[config.mk]
export PLATFORM = sky130hd
export DESIGN_NAME = cam_capture_rgb332
export DESIGN_NICKNAME = d
export VERILOG_FILES = /design/src/rtl/cam_capture_rgb332.sv
export SDC_FILE = /design/constraint.sdc
export NUM_CORES = 1
export LEC_CHECK = 0
export BUFFER_PORTS_ARGS = -buffer_cell sky130_fd_sc_hd__buf_2
export CORE_MARGIN = 2
export CORE_UTILIZATION = 50
export DETAILED_ROUTE_END_ITERATION = 8
export GPL_TIMING_DRIVEN = 0
export PLACE_DENSITY = 0.75
export SYNTH_ARGS = -nofsm -noshare
export SYNTH_HDL_FRONTEND = slang
export SYNTH_SLANG_ARGS = --single-unit
[constraint.sdc]
create_clock -name CLK -period 4.1 [get_ports CLK]
set_clock_uncertainty 0.05 [all_clocks]
set_input_delay 0.82 -clock CLK [delete_from_list [all_inputs] [get_ports CLK]]
set_output_delay 0.82 -clock CLK [all_outputs]
set_load 0.02 [all_outputs]
[src/rtl/cam_capture_rgb332.sv]
// Camera capture front end: turns the OV7670 two-bytes-per-pixel stream into
// RGB332 pixels and drives the frame-buffer RAM write port. Runs on PCLK.
//
// Ports
//   CLK          camera PCLK, rising edge
//   RESET        asynchronous active-high reset
//   VSYNC        high = vertical blanking
//   HREF         high = valid line bytes on D
//   D[7:0]       camera data byte
//   MODE[1:0]    0 RGB565, 1 RGB444, 2 YUV422 gray, 3 raw byte0
//   CAPTURE_EN   arm capture, sampled at frame start
//   PIXEL_OUT    RGB332 pixel for the RAM data input
//   W_ADDR       RAM write address, Y*WIDTH + X
//   W_EN         one-cycle write strobe
//   FRAME_DONE   one-cycle pulse at the end of a captured frame
//   FRAME_COUNT  captured frame counter, wraps
//   LINE_ERR     one-cycle pulse when a line ends with a pixel count != WIDTH
module cam_capture_rgb332 #(
  parameter int unsigned WIDTH  = 176,
  parameter int unsigned HEIGHT = 144,
  parameter int unsigned ADDR_W = 15
) (
  input  logic              CLK,
  input  logic              RESET,
  input  logic              VSYNC,
  input  logic              HREF,
  input  logic [7:0]        D,
  input  logic [1:0]        MODE,
  input  logic              CAPTURE_EN,
  output logic [7:0]        PIXEL_OUT,
  output logic [ADDR_W-1:0] W_ADDR,
  output logic              W_EN,
  output logic              FRAME_DONE,
  output logic [7:0]        FRAME_COUNT,
  output logic              LINE_ERR
);

  // One spare bit so the counters can run past the active area and saturate.
  localparam int unsigned XW = $clog2(WIDTH + 1) + 1;
  localparam int unsigned YW = $clog2(HEIGHT + 1) + 1;

  typedef enum logic [1:0] {S_SYNC, S_VBLANK, S_FRAME, S_LINE} state_t;

  state_t             r_state;
  state_t             w_state_nxt;
  logic               w_frame_start;
  logic               w_frame_end;
  logic               w_line_end;
  logic               w_byte;

  logic [XW-1:0]      r_x;
  logic [YW-1:0]      r_y;
  logic               r_phase;
  logic [7:0]         r_b0;
  logic [1:0]         r_mode;
  logic               r_armed;
  logic [7:0]         r_pixel;
  logic [ADDR_W-1:0]  r_w_addr;
  logic               r_w_en;
  logic               r_frame_done;
  logic [7:0]         r_frame_count;
  logic               r_line_err;

  logic [7:0]         w_pix;
  logic [ADDR_W-1:0]  w_addr;
  logic               w_wr_ok;

  // State register.
  always_ff @(posedge CLK or posedge RESET) begin
    if (RESET) r_state <= S_SYNC;
    else       r_state <= w_state_nxt;
  end

  // Next state; VSYNC takes priority over HREF.
  always_comb begin
    w_state_nxt = r_state;
    case (r_state)
      S_SYNC:   if (VSYNC) w_state_nxt = S_VBLANK;
      S_VBLANK: if (!VSYNC) w_state_nxt = S_FRAME;
      S_FRAME:  if (VSYNC) w_state_nxt = S_VBLANK;
                else if (HREF) w_state_nxt = S_LINE;
      S_LINE:   if (VSYNC) w_state_nxt = S_VBLANK;
                else if (!HREF) w_state_nxt = S_FRAME;
      default:  w_state_nxt = S_SYNC;
    endcase
  end

  // Event decode. The first byte of a line arrives while still in S_FRAME.
  always_comb begin
    w_frame_start = 1'b0;
    w_frame_end   = 1'b0;
    w_line_end    = 1'b0;
    w_byte        = 1'b0;
    case (r_state)
      S_VBLANK: w_frame_start = !VSYNC;
      S_FRAME: begin
        w_frame_end = VSYNC;
        w_byte      = !VSYNC && HREF;
      end
      S_LINE: begin
        w_frame_end = VSYNC;
        w_line_end  = !VSYNC && !HREF;
        w_byte      = !VSYNC && HREF;
      end
      default: ;
    endcase
  end

  // Pixel packing from stored byte0 and the current byte1.
  always_comb begin
    w_pix = r_b0;
    case (r_mode)
      2'd0:    w_pix = {r_b0[7:5], r_b0[2:0], D[4:3]};
      2'd1:    w_pix = {r_b0[3:1], D[7:5], D[3:2]};
      2'd2:    w_pix = {r_b0[7:5], r_b0[7:5], r_b0[7:6]};
      default: w_pix = r_b0;
    endcase
  end

  assign w_addr  = ADDR_W'(r_y) * ADDR_W'(WIDTH) + ADDR_W'(r_x);
  assign w_wr_ok = r_armed && (r_x < XW'(WIDTH)) && (r_y < YW'(HEIGHT));

  // Capture datapath and status outputs.
  always_ff @(posedge CLK or posedge RESET) begin
    if (RESET) begin
      r_x           <= '0;
      r_y           <= '0;
      r_phase       <= 1'b0;
      r_b0          <= '0;
      r_mode        <= '0;
      r_armed       <= 1'b0;
      r_pixel       <= '0;
      r_w_addr      <= '0;
      r_w_en        <= 1'b0;
      r_frame_done  <= 1'b0;
      r_frame_count <= '0;
      r_line_err    <= 1'b0;
    end else begin
      r_w_en       <= 1'b0;
      r_frame_done <= 1'b0;
      r_line_err   <= 1'b0;
      if (w_frame_start) begin
        r_mode  <= MODE;
        r_armed <= CAPTURE_EN;
        r_x     <= '0;
        r_y     <= '0;
        r_phase <= 1'b0;
      end else if (w_frame_end) begin
        r_x     <= '0;
        r_y     <= '0;
        r_phase <= 1'b0;
        if (r_armed) begin
          r_frame_done  <= 1'b1;
          r_frame_count <= r_frame_count + 8'd1;
        end
      end else if (w_line_end) begin
        // A dangling odd byte is dropped by clearing the phase.
        r_phase <= 1'b0;
        r_x     <= '0;
        if (r_x != '0 && r_y != '1) r_y <= r_y + YW'(1);
        if (r_x != XW'(WIDTH)) r_line_err <= 1'b1;
      end else if (w_byte) begin
        if (!r_phase) begin
          r_b0    <= D;
          r_phase <= 1'b1;
        end else begin
          r_phase <= 1'b0;
          if (r_x != '1) r_x <= r_x + XW'(1);
          if (w_wr_ok) begin
            r_pixel  <= w_pix;
            r_w_addr <= w_addr;
            r_w_en   <= 1'b1;
          end
        end
      end
    end
  end

  assign PIXEL_OUT   = r_pixel;
  assign W_ADDR      = r_w_addr;
  assign W_EN        = r_w_en;
  assign FRAME_DONE  = r_frame_done;
  assign FRAME_COUNT = r_frame_count;
  assign LINE_ERR    = r_line_err;

endmodule

==> impl_metrics.py <==
metrics = {
    "run_status": {
        "status": "finished, final reports clean",
    },
    "logic_synthesis": {
        "synth_edf_count": 0,
        "netlist_instances": 366,
        "async_flop_share": 1.000,
        "syn_area_um2": 3901,
        "synth_warnings": 0,
        "seq_area_frac_synth": 0.4233,
        "syn_avg_cell_area_um2": 10.66,
        "yosysUniqueCellTypes": 52,
        "ys.flop_type": "dfrtp_1",
        "synth.net_count": 417,
        "ys_ff_latch": 66,
    },
    "timing": {
        "hold_viol": 0,
        "tns_ns": 0,
        "drv_slew": 0,
        "fmax_mhz": 287.0,
        "timing.final.crit_share": 0.8498,
        "relSlewSlack": 0.4421,
        "fin_ws_ns": 0.6159,
        "tightest_slew_ns": 0.8356,
        "finalSetupViolCount": 0,
        "period_minus_slack_ns": 3.484,
        "rsz0062_at_grt": "no",
    },
    "pwr": {
        "pwr_density_cell_nw_per_um2": 345.2,
        "switching_share": 0.3036,
        "leakagePower_nw": 2.263,
        "sequentialPowerShare": 0.504,
        "finalPower_mw": 1.542,
        "ir_worst_vdd_uv": 147.5,
        "p_clk_frac": 0.319,
        "power_frac_comb": 0.177,
        "intPower_mw": 1.074,
        "netSwitchingPower_uw": 468.2,
    },
    "grt": {
        "grt_pass1_wl_um": 13170,
        "grt_usage": 0.1959,
        "grt_max_degree": 39,
        "gr-total-overflow": 0,
        "antenna_found_initial": 0,
        "grt_pass1_vias": 2819,
    },
    "layout": {
        "fill_cells": 650,
        "drive_gt1_frac": 0.2343,
        "diodes": 0,
        "layout.nets": 477,
        "register_area_um2": 1652,
        "multi_input_area_um2": 2098,
        "area_growth_pct": 14.53,
    },
    "critical_path": {
        "path_cells": "ha_1 > ha_1 > inv_1 > fa_1 > xnor2_1 > ha_1 > o21a_1 > a21oi_1 > nor3_2 > nand3_1 > or4_1 > a31oi_1",
        "cp-start-kind": "flip-flop",
        "rr_worst_depth": 12,
        "crit_top_cell": "ha_1",
        "end_kind": "flip-flop",
        "criticalPathCategory": "flip-flop to flip-flop",
        "slowest_delay_ns": 0.52,
        "required_ns": 4.31,
        "crit_fanout": 6,
        "arrival_ns": 3.69,
        "cp_slowest_cell": "or4_1",
    },
    "placement": {
        "place_ws_ns": 0.6149,
        "numPortBuffers": 48,
        "gp_congestion": 0.8028,
        "post-dp-hpwl_um": 5827,
    },
    "die": {
        "io_pins": 49,
        "die_w_um": 92.33,
        "fp.coreArea_um2": 7647,
        "rows": 32,
        "die_h_um": 92.33,
        "die-area_um2": 8525,
        "start_util": 0.5101,
    },
    "routing": {
        "drt-wirelength-per-cell_um": 14.14,
        "dr.pass1.iters": 4,
        "ant_nets": 0,
        "drt_iter0_drc": 129,
        "vias": 2837,
        "viasPerCell": 5.323,
        "wl_um": 7537,
        "drc": 0,
    },
    "cts": {
        "cts_root_buffer": "clkbuf_8",
        "insertion_delay_ns": 0.34,
        "cts-buffers-inserted": 9,
        "clk_path_buf_depth": 2,
        "tritoncts": "done",
        "post_cts_resized": 0,
        "clk_pin_slew_ns": 0.07,
        "ctsHoldBuffers": 0,
        "postCtsSetupBuffers": 0,
        "ctsHtreeMaxLevel": 3,
        "cts.sinks": 66,
    },
    "hold_path": {
        "holdPathStages": 2,
        "hold_path.class": "flip-flop to flip-flop",
    },
    "job": {
        "drv_cap": 0,
    },
}
## kinds of logic after synthesis
group | after synthesis | share of synthesized area
AOI/OAI and AO/OA | 58 | 0.1017
xor gates and xnor gates | 33 | 0.07601
DFF | 66 | 0.4233
and+or+nand+nor | 105 | 0.1373
adders and majority gates | 36 | 0.1289
muxes | 28 | 0.09397
buffers and inverters | 40 | 0.03881
## synth_stat cells (all sizes together) (3+ instances only)
library cell / n / area (um2)
nand3: 10 / 50.05
nand2: 30 / 112.6
a21o: 5 / 37.54
dfrtp: 66 / 1652
a211oi: 3 / 27.52
xnor2: 18 / 165.2
ha: 29 / 362.9
o31ai: 4 / 30.03
xor2: 15 / 131.4
and3: 4 / 25.02
mux2i: 4 / 40.04
fa: 7 / 140.1
o21ai: 20 / 103.9
clkbuf: 9 / 35.03
mux4: 5 / 112.6
a21oi: 10 / 50.05
o21a: 3 / 22.52
nor3: 6 / 40.04
mux2: 19 / 214.0
nand2b: 3 / 18.77
nand4b: 3 / 26.28
nor4: 4 / 25.02
inv: 31 / 116.4
nor2: 30 / 112.6
## cell usage in the layout (no fill, tap or decap), types with 3 or more instances in the layout
| master | synthesis | layout |
|---|---|---|
| dfrtp_1 | 66 | 66 |
| buf_2 | 0 | 48 |
| inv_1 | 31 | 30 |
| nand2_1 | 30 | 30 |
| nor2_1 | 30 | 30 |
| ha_1 | 29 | 29 |
| mux2_2 | 19 | 19 |
| o21ai_0 | 18 | 18 |
| xnor2_1 | 17 | 17 |
| xor2_1 | 15 | 15 |
| nand3_1 | 10 | 10 |
| a21oi_1 | 10 | 10 |
| clkbuf_8 | 0 | 9 |
| clkbuf_1 | 8 | 8 |
| fa_1 | 7 | 7 |
| a21o_1 | 5 | 5 |
| mux4_2 | 5 | 5 |
| o31ai_1 | 4 | 4 |
| nor3_1 | 4 | 4 |
| nor4_1 | 4 | 4 |
| and3_1 | 4 | 4 |
| mux2i_1 | 4 | 4 |
| nand4b_1 | 3 | 3 |
| o21a_1 | 3 | 3 |
| nand2b_1 | 3 | 3 |
| clkinv_4 | 0 | 3 |
## final cells by class
type | instances | share of cell area
Clock inverter | 7 | 0.01232
Sequential cell | 66 | 0.3696
Timing Repair Buffer | 49 | 0.05825
Inverter | 31 | 0.02604
Tap cell | 102 | 0.02856
Buffer | 9 | 0.007841
Multi-Input combinational cell | 260 | 0.4696
Clock buffer | 9 | 0.02772
## routing by layer
layer  part of all wire  track usage  wire length, um  vias up
met5                  0            0                0        -
met4              0.016      0.07711              120        0
li1                   -            -                -     1391
met2               0.47       0.3163             3536       61
met3              0.039      0.02848              295        9
met1               0.48       0.2682             3585     1376
## flip-flops by register name (all words and copies together) (netlist names)
| name | count |
|---|---|
| r_state | 2 |
| FRAME_DONE | 1 |
| r_phase | 1 |
| r_b0 | 8 |
| FRAME_COUNT | 8 |
| W_ADDR | 15 |
| r_x | 9 |
| r_mode | 2 |
| LINE_ERR | 1 |
| W_EN | 1 |
| r_armed | 1 |
| PIXEL_OUT | 8 |
| r_y | 9 |
## critical path: cells and delay by family, from the launching register on
| family | cells | cell delay [ns] |
|---|---|---|
| XOR/XNOR | 1 | 0.16 |
| AO/OA/AOI/OAI | 3 | 0.39 |
| AND/OR/NAND/NOR | 3 | 0.84 |
| adder cells (fa/ha/maj) | 4 | 1.44 |
| flip-flops | 1 | 0.46 |
| buffers and inverters | 1 | 0.06 |
## through the flow
step                utilization  hold WS [ns]  cells  instance area (um2)
floorplan                     -        0.4254    366                 3901
global placement         0.5582        0.4098    516                 4269
detailed placement       0.5609        0.4191    517                 4289
CTS                      0.5843        0.4351    533                 4468
global route             0.5843        0.4505    533                 4468
finish                   0.5843        0.4304    533                 4468
## power groups by stage
stage / Clock, mW / Sequential [mW] / Combinational, mW
final: 0.492 / 0.777 / 0.273
after global placement: 0 / 0.787 / 0.267
after global routing: 0.532 / 0.787 / 0.300
after CTS: 0.504 / 0.777 / 0.278
after detailed placement: 0 / 0.790 / 0.278
after floorplan: 0 / 0.831 / 0.145
## path summary, 6_finish.rpt
path	start	end	slack, ns
setup / recovery	r_y[0]$_DFFE_PP0P_	W_ADDR[14]$_DFFE_PP0P_	0.62
hold / removal	W_ADDR[6]$_DFFE_PP0P_	W_ADDR[6]$_DFFE_PP0P_	0.43
setup reg to reg	r_y[0]$_DFFE_PP0P_	W_ADDR[14]$_DFFE_PP0P_	0.62
hold reg to reg	W_ADDR[6]$_DFFE_PP0P_	W_ADDR[6]$_DFFE_PP0P_	0.43
max in group asynchronous	RESET	r_x[6]$_DFFE_PP0P_	2.77
min in group asynchronous	RESET	W_ADDR[2]$_DFFE_PP0P_	0.59
(Power assumes the default switching activity.)
